**config.mk**
```make
export PLATFORM = sky130hd
export DESIGN_NAME = spi_cmd_master_flat
export DESIGN_NICKNAME = d
export VERILOG_FILES = /design/src/rtl/spi_cmd_master_if.sv /design/src/rtl/spi_cmd_master.sv /design/src/flat_wrapper.sv
export SDC_FILE = /design/constraint.sdc
export NUM_CORES = 1
export LEC_CHECK = 0
export BUFFER_PORTS_ARGS = -buffer_cell sky130_fd_sc_hd__buf_2
export CORE_UTILIZATION = 61
export CTS_BUF_LIST = sky130_fd_sc_hd__clkbuf_8
export CTS_CLUSTER_SIZE = 8
export DETAILED_ROUTE_END_ITERATION = 10
export PLACE_DENSITY = 0.9
export SETUP_SLACK_MARGIN = 0.1
export SYNTH_ARGS = -nofsm -noshare
export SYNTH_HDL_FRONTEND = slang
export SYNTH_SLANG_ARGS = --single-unit
```
**constraint.sdc**
```tcl
create_clock -name MainClkSrc -period 5.45 [get_ports MainClkSrc]
set_input_delay 1.09 -clock MainClkSrc [delete_from_list [all_inputs] [get_ports MainClkSrc]]
set_output_delay 1.09 -clock MainClkSrc [all_outputs]
set_load 0.005 [all_outputs]
```
**src/rtl/spi_cmd_master_if.sv**
```systemverilog
// Host-side byte stream and SPI pins of spi_cmd_master, bundled for port hookup.
interface spi_cmd_master_if #(
  parameter int FIFO_DEPTH = 4
);
  localparam int LW = $clog2(FIFO_DEPTH) + 1;

  logic [7:0]    TxData;
  logic          TxValid;
  logic          TxReady;
  logic [LW-1:0] FifoLevel;
  logic          Busy;
  logic          Sclk;
  logic          Mosi;
  logic          CSel;

  modport master (
    output TxData, TxValid,
    input  TxReady, FifoLevel, Busy, Sclk, Mosi, CSel
  );

  modport slave (
    input  TxData, TxValid,
    output TxReady, FifoLevel, Busy, Sclk, Mosi, CSel
  );
endinterface

```
**src/rtl/spi_cmd_master.sv**
```systemverilog
// Byte FIFO feeding an SPI mode-0 serialiser, one CSel-framed MSB-first byte per frame.
// All pins are registered from next-state values; TxReady drops only when the FIFO is full.
module spi_cmd_master #(
  parameter int HALF_PERIOD = 1,
  parameter int FIFO_DEPTH  = 4
) (
  input  logic             MainClkSrc,
  input  logic             Reset,
  spi_cmd_master_if.slave  bus
);
  localparam int AW = $clog2(FIFO_DEPTH);
  localparam int LW = AW + 1;
  localparam int PW = (HALF_PERIOD > 1) ? $clog2(HALF_PERIOD) : 1;
  localparam logic [PW-1:0] PH_LAST  = PW'(HALF_PERIOD - 1);
  localparam logic [PW-1:0] PH_ONE   = PW'(1);
  localparam logic [LW-1:0] LVL_FULL = LW'(FIFO_DEPTH);
  localparam logic [LW-1:0] LVL_ONE  = LW'(1);
  localparam logic [AW-1:0] PTR_ONE  = AW'(1);

  typedef enum logic [2:0] {S_IDLE, S_SETUP, S_LOW, S_HIGH, S_TAIL, S_GAP} state_t;

  state_t        r_state, w_state_nxt;
  logic [7:0]    r_mem [FIFO_DEPTH];
  logic [AW-1:0] r_wr_ptr, r_rd_ptr;
  logic [LW-1:0] r_level, w_level_nxt;
  logic [PW-1:0] r_phase;
  logic [7:0]    r_shift, w_shift_nxt;
  logic [2:0]    r_bit_cnt, w_bit_cnt_nxt;
  logic          r_tx_ready, r_busy, r_sclk, r_mosi, r_csel;
  logic          w_push, w_pop, w_phase_end, w_fifo_empty;

  assign w_fifo_empty = (r_level == '0);
  assign w_phase_end  = (r_phase == PH_LAST);
  assign w_push       = bus.TxValid & r_tx_ready;

  always_comb begin
    w_state_nxt   = r_state;
    w_pop         = 1'b0;
    w_shift_nxt   = r_shift;
    w_bit_cnt_nxt = r_bit_cnt;
    case (r_state)
      S_IDLE: begin
        if (!w_fifo_empty) begin
          w_pop         = 1'b1;
          w_shift_nxt   = r_mem[r_rd_ptr];
          w_bit_cnt_nxt = '0;
          w_state_nxt   = S_SETUP;
        end
      end
      S_SETUP: if (w_phase_end) w_state_nxt = S_LOW;
      S_LOW:   if (w_phase_end) w_state_nxt = S_HIGH;
      S_HIGH: begin
        if (w_phase_end) begin
          w_shift_nxt   = {r_shift[6:0], 1'b0};
          w_bit_cnt_nxt = r_bit_cnt + 3'd1;
          w_state_nxt   = (r_bit_cnt == 3'd7) ? S_TAIL : S_LOW;
        end
      end
      S_TAIL: if (w_phase_end) w_state_nxt = S_GAP;
      S_GAP: begin
        // Back-to-back bytes skip IDLE so the CSel gap is a single half period.
        if (w_phase_end) begin
          if (!w_fifo_empty) begin
            w_pop         = 1'b1;
            w_shift_nxt   = r_mem[r_rd_ptr];
            w_bit_cnt_nxt = '0;
            w_state_nxt   = S_SETUP;
          end else begin
            w_state_nxt = S_IDLE;
          end
        end
      end
      default: w_state_nxt = S_IDLE;
    endcase

    w_level_nxt = r_level;
    if (w_push && !w_pop)      w_level_nxt = r_level + LVL_ONE;
    else if (!w_push && w_pop) w_level_nxt = r_level - LVL_ONE;
  end

  always_ff @(posedge MainClkSrc) begin
    if (w_push) r_mem[r_wr_ptr] <= bus.TxData;
  end

  always_ff @(posedge MainClkSrc or posedge Reset) begin
    if (Reset) begin
      r_state    <= S_IDLE;
      r_phase    <= '0;
      r_shift    <= '0;
      r_bit_cnt  <= '0;
      r_wr_ptr   <= '0;
      r_rd_ptr   <= '0;
      r_level    <= '0;
      r_tx_ready <= 1'b1;
      r_busy     <= 1'b0;
      r_sclk     <= 1'b0;
      r_mosi     <= 1'b0;
      r_csel     <= 1'b1;
    end else begin
      r_state   <= w_state_nxt;
      r_phase   <= (w_state_nxt != r_state) ? '0 : r_phase + PH_ONE;
      r_shift   <= w_shift_nxt;
      r_bit_cnt <= w_bit_cnt_nxt;
      r_level   <= w_level_nxt;
      if (w_push) r_wr_ptr <= r_wr_ptr + PTR_ONE;
      if (w_pop)  r_rd_ptr <= r_rd_ptr + PTR_ONE;
      // Pins follow the state being entered so they change on the same edge as the state.
      r_tx_ready <= (w_level_nxt != LVL_FULL);
      r_busy     <= (w_state_nxt != S_IDLE);
      r_sclk     <= (w_state_nxt == S_HIGH);
      r_mosi     <= ((w_state_nxt == S_LOW) || (w_state_nxt == S_HIGH)) ? w_shift_nxt[7] : 1'b0;
      r_csel     <= (w_state_nxt == S_IDLE) || (w_state_nxt == S_GAP);
    end
  end

  assign bus.TxReady   = r_tx_ready;
  assign bus.FifoLevel = r_level;
  assign bus.Busy      = r_busy;
  assign bus.Sclk      = r_sclk;
  assign bus.Mosi      = r_mosi;
  assign bus.CSel      = r_csel;
endmodule
```
**src/flat_wrapper.sv**
```systemverilog
// flat-port wrapper written by rule: the top's interface ports become plain ports
module spi_cmd_master_flat 
#(
  parameter int HALF_PERIOD = 1,
  parameter int FIFO_DEPTH  = 4
)
  (MainClkSrc, Reset, bus_TxData, bus_TxValid, bus_TxReady, bus_FifoLevel, bus_Busy, bus_Sclk, bus_Mosi, bus_CSel);
  spi_cmd_master_if #(.FIFO_DEPTH(FIFO_DEPTH)) bus_i ();
  input  logic MainClkSrc;
  input  logic Reset;
  input wire logic [$bits(bus_i.TxData)-1:0] bus_TxData;
  input wire logic [$bits(bus_i.TxValid)-1:0] bus_TxValid;
  output wire logic [$bits(bus_i.TxReady)-1:0] bus_TxReady;
  output wire logic [$bits(bus_i.FifoLevel)-1:0] bus_FifoLevel;
  output wire logic [$bits(bus_i.Busy)-1:0] bus_Busy;
  output wire logic [$bits(bus_i.Sclk)-1:0] bus_Sclk;
  output wire logic [$bits(bus_i.Mosi)-1:0] bus_Mosi;
  output wire logic [$bits(bus_i.CSel)-1:0] bus_CSel;
  assign bus_i.TxData = bus_TxData;
  assign bus_i.TxValid = bus_TxValid;
  assign bus_TxReady = bus_i.TxReady;
  assign bus_FifoLevel = bus_i.FifoLevel;
  assign bus_Busy = bus_i.Busy;
  assign bus_Sclk = bus_i.Sclk;
  assign bus_Mosi = bus_i.Mosi;
  assign bus_CSel = bus_i.CSel;
  spi_cmd_master #(.HALF_PERIOD(HALF_PERIOD), .FIFO_DEPTH(FIFO_DEPTH)) u_core (.MainClkSrc(MainClkSrc), .Reset(Reset), .bus(bus_i));
endmodule
```
Word level (Yosys, flattened, before mapping)
Memory sizes are Yosys's and may differ from the RTL's.
Index checks and enable logic that the tools add are counted.
- bits in registers: 27
- latch bits: 0
- bits in writable memories: 32
- bits in read-only memories: 0
- output and inout port bits: 8
- logic and storage cells: 72
- memories kept: 1
- memories (name ; depth ; width ; read ports ; clocked after memory_dff ; wr ports ; RTL line ; source):
    u_core.r_mem ; 4 ; 8 ; 1 ; 0 ; 1 ; spi_cmd_master.sv:23 ; logic [7:0] r_mem [FIFO_DEPTH];
- add/sub/neg operators: 6
- $mul: 0
- divide/modulo/power cells: 0
- order comparisons: 0
- eq/ne operators: 13
- shifts and indexed selects: 0
- multiplexer cells: 26
- bitwise logic cells: 1
- reduce and logical (&&, ||, !) cells: 12
- operator list (kind ; count):
    $mux 3 ; 12
    $mux 8 ; 3
    $pmux 8 s3 ; 1
    $pmux 3 s6 ; 1
    $eq 3x2->1 const B ; 4
    $eq 3x3->1 const B ; 4
    $logic_not 3->1 ; 3
    $pmux 3 s3 ; 1
    $mux 1 ; 7
    $add 3x1->3 const B ; 2
    $reduce_bool 3->1 ; 2
    $add 2x1->2 const B ; 2
    $ne 2x2->1 const B ; 2
    $eq 3x1->1 const B ; 1
    $ne 3x3->1 ; 1
    $ne 3x3->1 const B ; 1
    $reduce_and 3->1 ; 1
    $sub 3x1->3 const B ; 1
    $logic_and 1x1->1 ; 2
    $logic_not 1->1 ; 2
    $logic_or 1x1->1 ; 2
    $pmux 1 s2 ; 1
    $add 1x1->1 const B ; 1
    $and 1x1->1 ; 1

Longest topological paths before layout
Gate-level depths: netlist of the first run.
- word-level depth: 8
- gate-level depth with buffers: 7
- depth with buffers taken out: 6

Worst setup path after synthesis of the first run
Ideal clock, no wire load.
- path type: input -> register
- start point: in bus_TxValid
- end point: reg u_core.r_level[2], in the netlist u_core.bus.FifoLevel[2]
- library setup time: 0.119 ns
- arrival time: 2.032 ns
- data required time: 5.331 ns
- path slack: 3.299 ns
- stages: 4
- buffers on the path: 0
- path through: a21bo_2 > a2111oi_0 > a2bb2oi_1 > and2_1
- longest elaborated chain between the ends: 5
- elaborated cells between the ends (all ways): 6
- classes of those cells: mux: 2; bitwise: 1; reduce/logical: 3
- ends and longest elaborated chain (item ; RTL line ; source):
    start, declared ; flat_wrapper.sv:12 ; input wire logic [$bits(bus_i.TxValid)-1:0] bus_TxValid;
    $and 1x1->1 (*) ; spi_cmd_master.sv:34 ; assign w_push = bus.TxValid & r_tx_ready;
    $logic_not 1->1 ; spi_cmd_master.sv:78 ; else if (!w_push && w_pop) w_level_nxt = r_level - LVL_ONE;
    $logic_and 1x1->1 ; spi_cmd_master.sv:78 ;
    $mux 3 ; spi_cmd_master.sv:78 ;
    $mux 3 (*) ; spi_cmd_master.sv:77 ; if (w_push && !w_pop) w_level_nxt = r_level + LVL_ONE;
    named net u_core.w_level_nxt[2] ; spi_cmd_master.sv:25 ; logic [LW-1:0] r_level, w_level_nxt;
    end signal, assigned ; spi_cmd_master.sv:104 ; r_level <= w_level_nxt;
    end, declared ; spi_cmd_master.sv:25 ;
Mark *: on every way through the listed nets, which the timed path passes. The rest lies on a longest branch.
A chain may end at the register's enable or synchronous reset.

Worst setup path in the final report of the first run
Same ends and word-level chain as after synthesis.

==> results.yml, run 1 <==
status:
  outcome: "finished, final reports clean"
sta:
  worst_pin_slew_ps: 1030
  hold_viol: 0
  maxSlewHeadroom_pct: 31.4
  max_freq_mhz: 458
  finalSetupTns_ps: 0
  rsz0062_at_grt: "no"
  clock-skew-final_ps: 3.50
  setup_violations: 0
  final_max_slew_viol_count: 0
  period_share_pct: 40.1
  layout_min_cycle_time_ps: 2190
grt:
  grtUsageTotal_pct: 24.8
  grt_max_degree: 28
  grt_pass1_vias: 1560
  grt_overflow: 0
  antenna_found_initial: 0
  grt_first_pass_wirelength_um: 7530
worst_setup_path:
  cp.required_ps: 5670
  critPathCaptureType: "register"
  crit_chain: "buf_2 -> a21bo_2 -> a2111oi_0 -> a2bb2oi_1 -> and2_1"
  rrSetupSlack_ps: 3340
  critPathMaxFanout: 6
  r2r.worst_path.cells: 6
  critPathLaunch: "bus_TxValid"
  cp.depth: 5
  cp_top_family: "compound AO/OA/AOI/OAI gates"
  cpPeakStageDelay_ps: 590
  slowest_stage: "a2111oi_0"
  crit_type: "in2reg"
  start_kind: "input port"
  reg2reg_from: "u_core.bus.FifoLevel[0]"
  cp_num_buf_inv: 1
  arrival_ps: 2410
finish:
  final_common_cell: "edfxtp_1"
  drive_above_1_share_pct: 21.8
  antenna_cells: 0
  fin_nets: 217
  area_delta_synth_final_pct: 11.2
  final_util_pct: 71.3
  fin_area_mm2: 0.00287
  layout_common_cells: "32 x edfxtp_1, 25 x dfrtp_1, 18 x buf_2"
  fillCellCount: 265
  fin_cells: 252
hold_path:
  hp-start: "u_core.r_shift[2]"
  hold_class: "reg2reg"
  min_path_cells: 1
clocking:
  postCtsHoldBufs: 0
  cts.sinks: 59
  h-tree-depth: 3
  postCtsSetupBuffers: 0
  worstSkewPairLatency_ps: 330
  path_clk_slew_ps: 60
  cts_buffer_depth: 2
  cts_root_buffer: "clkbuf_8"
  cts_buffers: 9
  cts_tree: "yes"
  cts_resized: 0
synthesis:
  avgSynthCellArea_um2: 14.7
  async_flop_share_pct: 45.8
  yosysSeqAreaShare_pct: 63.4
  synth_edf_count: 32
  syn_area_mm2: 0.00258
  syn-num-nets: 196
  synth_warnings: 0
  ys_ff_latch: 59
  netlist_instances: 176
  ys.flop_type: "edfxtp_1"
  yosysUniqueCellTypes: 46
drt:
  finalWirelength_um: 4740
  drc: 0
  first_pass_iters: 4
  vias: 1557
  postRouteAntennaNets: 0
  via_per_inst: 6.18
  drtIter0Drc: 105
  post_drt_wl_per_cell_um: 18.8
run:
  maxCapViolCount: 0
pwr:
  peakVddDrop_v: 0.000371
  p_per_area_mw_per_mm2: 549
  p_leak_nw: 1.20
  p_total_w: 0.00158
placed_design:
  finalWeightedCongestion: 0.755
  io_buffers: 18
  dp_cells: 236
  dpl-instance-area_mm2: 0.00269
  dpl.hpwl_um: 3230
floorplanning:
  die_x_um: 67.1
  ios: 19
  core_area_mm2: 0.00403
  die_h_um: 67.1
  initial_utilization_pct: 64.1
  num_rows: 23
  die-area_mm2: 0.00450
where the power goes:
| part | switching [W] | total (W) | internal [W] |
|---|---|---|---|
| Sequential | 0.000106 | 0.000706 | 0.000600 |
| Clock | 0.000160 | 0.000376 | 0.000216 |
| Combinational | 0.000263 | 0.000495 | 0.000232 |
| Total | 0.000530 | 0.00158 | 0.00105 |
metal layers:
metal	wire length [µm]	up-vias	global-route usage, %
li1	-	717	-
met2	2440	50	39.3
met1	1940	766	28.8
met3	176	24	7.19
met4	180	0	17.3
met5	0	-	0
registers in the layout, indices dropped and copies added, names as in the netlist:
register and flops:
u_core.bus.Busy 1, u_core.bus.CSel 1, u_core.bus.FifoLevel 3, u_core.bus.Mosi 1
u_core.bus.Sclk 1, u_core.bus.TxReady 1, u_core.r_bit_cnt 3, u_core.r_mem 32
u_core.r_phase 1, u_core.r_rd_ptr 2, u_core.r_shift 8, u_core.r_state 3
u_core.r_wr_ptr 2
kinds of logic (layout without fill, tap and decap cells):
logic type      after synthesis  in the layout  share of synthesized area, %
fa+ha+maj                     9              9                          4.36
compound gates               37             37                          11.1
flops                        59             59                          63.4
xor+xnor                      5              5                          1.69
buf+inv                      15             41                          3.10
mux                           8              8                          6.97
simple gates                 43             43                          9.30
cells in the mapped netlist, types with 5 or more instances:
cell type | number | area [µm²]
a21o_1 | 7 | 52.6
a22o_1 | 6 | 52.6
and3_1 | 5 | 31.3
dfrtp_1 | 25 | 626
edfxtp_1 | 32 | 961
ha_1 | 9 | 113
inv_1 | 6 | 22.5
mux4_2 | 8 | 180
nand2_1 | 11 | 41.3
nand3_1 | 8 | 40.0
o21ai_0 | 5 | 25.0
xnor2_1 | 5 | 43.8
worst reg2reg max path, stage by stage (launching register included):
cell	delay, ps
dfrtp_1	430
inv_1	150
ha_1	150
nor2b_1	430
o21ai_0	270
and2_1	220
or3_1	340
cell type report:
type / instances / area (µm²) / area share [%]
Multi-Input combinational cell: 102 / 865 / 30.1
Clock inverter: 6 / 50.0 / 1.74
Clock buffer: 10 / 138 / 4.79
Sequential cell: 59 / 1640 / 57.0
Inverter: 6 / 22.5 / 0.784
Timing Repair Buffer: 19 / 97.6 / 3.40
Tap cell: 50 / 62.6 / 2.18
worst paths after layout:
path / to
hold reg to reg: u_core.r_shift[2]
setup reg to reg: u_core.bus.Busy
hold / removal: u_core.r_shift[2]
min in group asynchronous: u_core.r_bit_cnt[0]
max in group asynchronous: u_core.r_rd_ptr[1]
setup / recovery: u_core.bus.FifoLevel[2]
through the flow:
stage	hold slack, ps	setup WS [ps]
floorplan	450	3300
global placement	460	3110
detailed placement	468	2970
CTS	482	3300
global route	509	3180
finish	482	3260
No activity file was read; power rests on OpenSTA's default activity.
==> run 2, diff against run 1 <==
Settings changed: CORE_UTILIZATION 61 to 56, PLACE_DENSITY 0.9 to 0.87.
Clock period 5.45 ns to 1.8 ns, I/O delays scaled along.
==> results.yml, run 2 (synthesis gave the netlist of run 1 again) <==
clocking:
  worstSkewPairLatency_ps: 330
  path_clk_slew_ps: 70
  cts.sinks: 59
  cts_buffer_depth: 2
  cts_tree: "yes"
  cts_buffers: 9
  h-tree-depth: 3
  cts_root_buffer: "clkbuf_8"
grt:
  grt_pass1_vias: 1606
  grtUsageTotal_pct: 20.9
  use_met2_pct: 35.4
  antenna_found_initial: 0
  grt_first_pass_wirelength_um: 7480
  globalRouteMet1Util_pct: 24.7
  top_usage_layer: "met2"
  grt_overflow: 0
  grt_max_degree: 21
  grt_use_met3_pct: 4.33
floorplanning:
  die_h_um: 69.9
  die-area_mm2: 0.00489
  die_x_um: 69.9
  ios: 19
  num_rows: 24
  core_area_mm2: 0.00438
  initial_utilization_pct: 58.9
drt:
  first_pass_iters: 5
  postRouteAntennaNets: 0
  via_per_inst: 5.98
  post_drt_wl_per_cell_um: 17.6
  drtIter0Drc: 126
  vias: 1627
  finalWirelength_um: 4790
  drc: 0
sta:
  final_max_slew_viol_count: 0
  hold_viol: 0
  worst_pin_slew_ps: 459
  max_freq_mhz: 570
  maxSlewHeadroom_pct: 69.4
  clock-skew-final_ps: 6.10
  period_share_pct: 97.4
  layout_min_cycle_time_ps: 1750
  setup_violations: 0
  rsz0062_at_grt: "yes"
finish:
  fillCellCount: 267
  antenna_cells: 0
  registers.top_by_ff_count: "u_core.r_mem"
  final_util_pct: 71.3
  top_regs: "u_core.r_mem (32), u_core.r_shift (8)"
  layout_common_cells: "32 x edfxtp_1, 24 x dfrtp_1, 18 x buf_2"
  multi_input_area_um2: 951
  final_common_cell: "edfxtp_1"
  drive_above_1_share_pct: 35.9
  fin_nets: 235
  largest_reg_flops: 32
  fin_cells: 272
  area_delta_synth_final_pct: 21.1
  register_area_mm2: 0.00164
pwr:
  p_per_area_mw_per_mm2: 1670
  p_total_w: 0.00524
  p_leak_nw: 1.30
  peakVddDrop_v: 0.000918
hold_path:
  hold_class: "in2reg"
placed_design:
  dpl.hpwl_um: 2860
  io_buffers: 18
  dp_cells: 245
  finalWeightedCongestion: 0.824
worst_setup_path:
  start_kind: "register"
  critPathMaxFanout: 5
  crit_type: "reg2reg"
  critPathCaptureType: "register"
  arrival_ps: 1980
  cp.required_ps: 2030
status:
  outcome: "finished, final reports clean"
run:
  maxCapViolCount: 0
-- run 2: worst paths after layout --
kind	slack, ps	startpoint	to	cells after the start
setup / recovery	50	u_core.r_phase	u_core.bus.FifoLevel[2]	4
hold / removal	240	bus_TxData[1]	u_core.r_mem[3][1]	1
setup reg to reg	50	u_core.r_phase	u_core.bus.FifoLevel[2]	4
hold reg to reg	490	u_core.r_shift[6]	u_core.r_shift[6]	1
max in group asynchronous	660	Reset	u_core.bus.TxReady	4
min in group asynchronous	510	Reset	u_core.r_state[0]	3
-- run 2: area by class of cell --
type	instances	share of cell area (%)
clock buffer	9	3.96
clock inverter	7	2.64
inverter	6	0.720
multi-input combinational	102	30.4
sequential	59	52.4
tap	52	2.08
timing repair buffer	37	7.76
-- run 2: worst max-delay path: stages, from the launching register on --
cell and delay, ps:
dfrtp_1 430, nand3b_1 340, a211o_4 430, a311o_1 290, and2_1 160
-- run 2: power breakdown --
group | total [W] | internal [W] | switching [W]
logic | 0.00188 | 0.000937 | 0.000938
clock network | 0.00127 | 0.000762 | 0.000510
registers | 0.00209 | 0.00182 | 0.000268
-- run 2: routing by layer --
metal,vias to the layer above,wire (µm)
met4,0,129
met5,-,0
met1,825,2000
li1,744,-
met3,12,191
met2,46,2460
-- run 2: through the flow --
stage / hold WS (ps) / area, µm² / worst slack, ps / TNS [ps]
2_1_floorplan: 411 / 2590 / 91.3 / 0
3_3_place_gp: 311 / 2750 / 141 / 0
3_5_place_dp: 312 / 2750 / -27.5 / -27.5
4_1_cts: 228 / 3020 / 103 / 0
5_1_grt: 234 / 3130 / -5.90 / -10.7
6_report: 239 / 3130 / 47.1 / 0
-- run 2: timing repair --
| action | 4_1_cts | 5_1_grt |
|---|---|---|
| setup endpoints to repair | 9 | 13 |
| hold buffers | 1 | 0 |
| resized for setup | 4 | 16 |
| gates cloned | 0 | 0 |
| buffers inserted | 4 | 6 |
| pin swaps | 0 | 7 |
| endpoints found under the hold margin | 6 | 0 |
==> run 3, diff against run 2 <==
==> constraint.sdc (replaced) <==
create_clock -name MainClkSrc -period 1.8 [get_ports MainClkSrc]
set_input_delay 0.18 -clock MainClkSrc [delete_from_list [all_inputs] [get_ports MainClkSrc]]
set_output_delay 0.18 -clock MainClkSrc [all_outputs]
set_load 0.005 [all_outputs]
==> results.yml, run 3 (synthesis gave the netlist of run 1 again) <==
sta:
  max_freq_mhz: 561
  finalSetupTns_ps: 0
  finalWorstSetupSlack_ps: 17.3
  rsz0062_at_grt: "yes"
  period_share_pct: 99.0
  final_max_slew_viol_count: 0
  hold_viol: 0
  worst_pin_slew_ps: 453
  layout_min_cycle_time_ps: 1780
  maxSlewHeadroom_pct: 69.8
  setup_violations: 0
  clock-skew-final_ps: 16.8
finish:
  fin_nets: 235
  antenna_cells: 0
  largest_reg_flops: 32
  area_delta_synth_final_pct: 20.9
  top_regs: "u_core.r_mem (32), u_core.r_shift (8)"
  layout_common_cells: "32 x edfxtp_1, 24 x dfrtp_1, 19 x buf_2"
  final_common_cell: "edfxtp_1"
  registers.top_by_ff_count: "u_core.r_mem"
  drive_above_1_share_pct: 36.4
pwr:
  peakVddDrop_v: 0.000910
  seqPwrFrac_pct: 40.7
  swShare_pct: 34.3
  intPower_w: 0.00338
  p_clk_share_pct: 22.0
  switching_power_w: 0.00177
  p_comb_share_pct: 37.3
  p_leak_nw: 1.30
  p_per_area_mw_per_mm2: 1650
floorplanning:
  die_x_um: 69.9
  num_rows: 24
  die-area_mm2: 0.00489
  ios: 19
  core_area_mm2: 0.00438
  initial_utilization_pct: 58.9
  die_h_um: 69.9
clocking:
  h-tree-depth: 3
  cts_tree: "yes"
  path_clk_slew_ps: 70
  worstSkewPairLatency_ps: 340
  cts_buffers: 9
  cts_buffer_depth: 2
  cts_root_buffer: "clkbuf_8"
  cts.sinks: 59
grt:
  grt_overflow: 0
  antenna_found_initial: 0
  grt_pass1_vias: 1575
  grt_max_degree: 21
  grtUsageTotal_pct: 21.6
  grt_first_pass_wirelength_um: 7630
worst_setup_path:
  cpPeakStageDelay_ps: 440
  critPathMaxFanout: 3
  cp_top_family: "compound AO/OA/AOI/OAI gates"
  start_kind: "register"
  slowest_stage: "a2111oi_4"
  cp_num_buf_inv: 1
  crit_chain: "inv_2 -> ha_1 -> a21bo_2 -> a2111oi_4 -> a311o_1 -> and2_1"
  critPathCaptureType: "register"
  crit_type: "reg2reg"
  cp.required_ps: 2070
  arrival_ps: 2050
hold_path:
  hold_class: "in2reg"
placed_design:
  finalWeightedCongestion: 0.822
  dpl.hpwl_um: 2870
  io_buffers: 18
  pre_cts_slack_ps: 34.2
drt:
  via_per_inst: 5.98
  drc: 0
  finalWirelength_um: 5180
  drtIter0Drc: 141
  postRouteAntennaNets: 0
  first_pass_iters: 4
  vias: 1626
  post_drt_wl_per_cell_um: 19.1
run:
  maxCapViolCount: 0
status:
  outcome: "finished, final reports clean"
-- run 3: cell types whose count changed in the layout (fill, tap and decap cells not counted), sizes merged --
| cell | change |
|---|---|
| bufinv | -1 |
| clkinv | +1 |
-- run 3: worst paths after layout --
path / from / to / slack, ps / cells after the start
max in group asynchronous: Reset / u_core.bus.TxReady / 850 / 4
setup / recovery: u_core.bus.FifoLevel[1] / u_core.bus.FifoLevel[2] / 20 / 6
hold / removal: bus_TxData[0] / u_core.r_mem[2][0] / 70 / 1
setup reg to reg: u_core.bus.FifoLevel[1] / u_core.bus.FifoLevel[2] / 20 / 6
min in group asynchronous: Reset / u_core.r_state[2] / 320 / 3
hold reg to reg: u_core.r_shift[5] / u_core.r_shift[5] / 480 / 1
-- run 3: area by class of cell --
type	count	area [µm²]
timing repair buffer	37	248
inverter	6	22.5
tap	52	65.1
clock inverter	7	58.8
multi-input combinational	102	965
fill	280	1260
sequential	59	1640
clock buffer	9	124
-- run 3: power by group through the flow --
stage                     registers (W)  logic (W)  clock network, W
after floorplan                 0.00200    0.00127                 0
after global placement          0.00206    0.00154                 0
after detailed placement        0.00208    0.00159                 0
after CTS                       0.00208    0.00172           0.00114
after global routing            0.00213    0.00210           0.00119
final                           0.00210    0.00192           0.00113
-- run 3: per-layer routing --
layer / vias to the layer above / GRT usage, % / share of wire (%)
met2: 52 / 36.5 / 54
met1: 811 / 24.9 / 40
met4: 0 / 12.2 / 1.6
li1: 756 / - / -
met5: - / 0 / 0
met3: 7 / 5.77 / 4.7
-- run 3: worst reg2reg max path, cell delays in order (launching register included) --
cell and delay, ps:
dfrtp_1 400, inv_2 110, ha_1 150, a21bo_2 250, a2111oi_4 440, a311o_1 210, and2_1 160
-- run 3: what timing repair did --
item                       in CTS  in global routing
pin swaps                       1                  7
hold endpoints to repair        6                  0
setup buffers                   3                  6
setup endpoints to repair       8                 14
hold buffers                    1                  0
resized for setup              11                 15
cloned                          1                  0
-- run 3: per-stage QoR --
step           hold WS (ps)  instances  power [W]  util [%]  cell area, µm²
5_1_grt                58.7        272    0.00542      71.2            3120
6_report               66.1        272    0.00515      71.2            3120
3_3_place_gp            130        245    0.00361      62.7            2750
3_5_place_dp            135        245    0.00368      62.7            2750
2_1_floorplan           231        176    0.00327         -            2590
4_1_cts                51.3        266    0.00494      68.9            3020
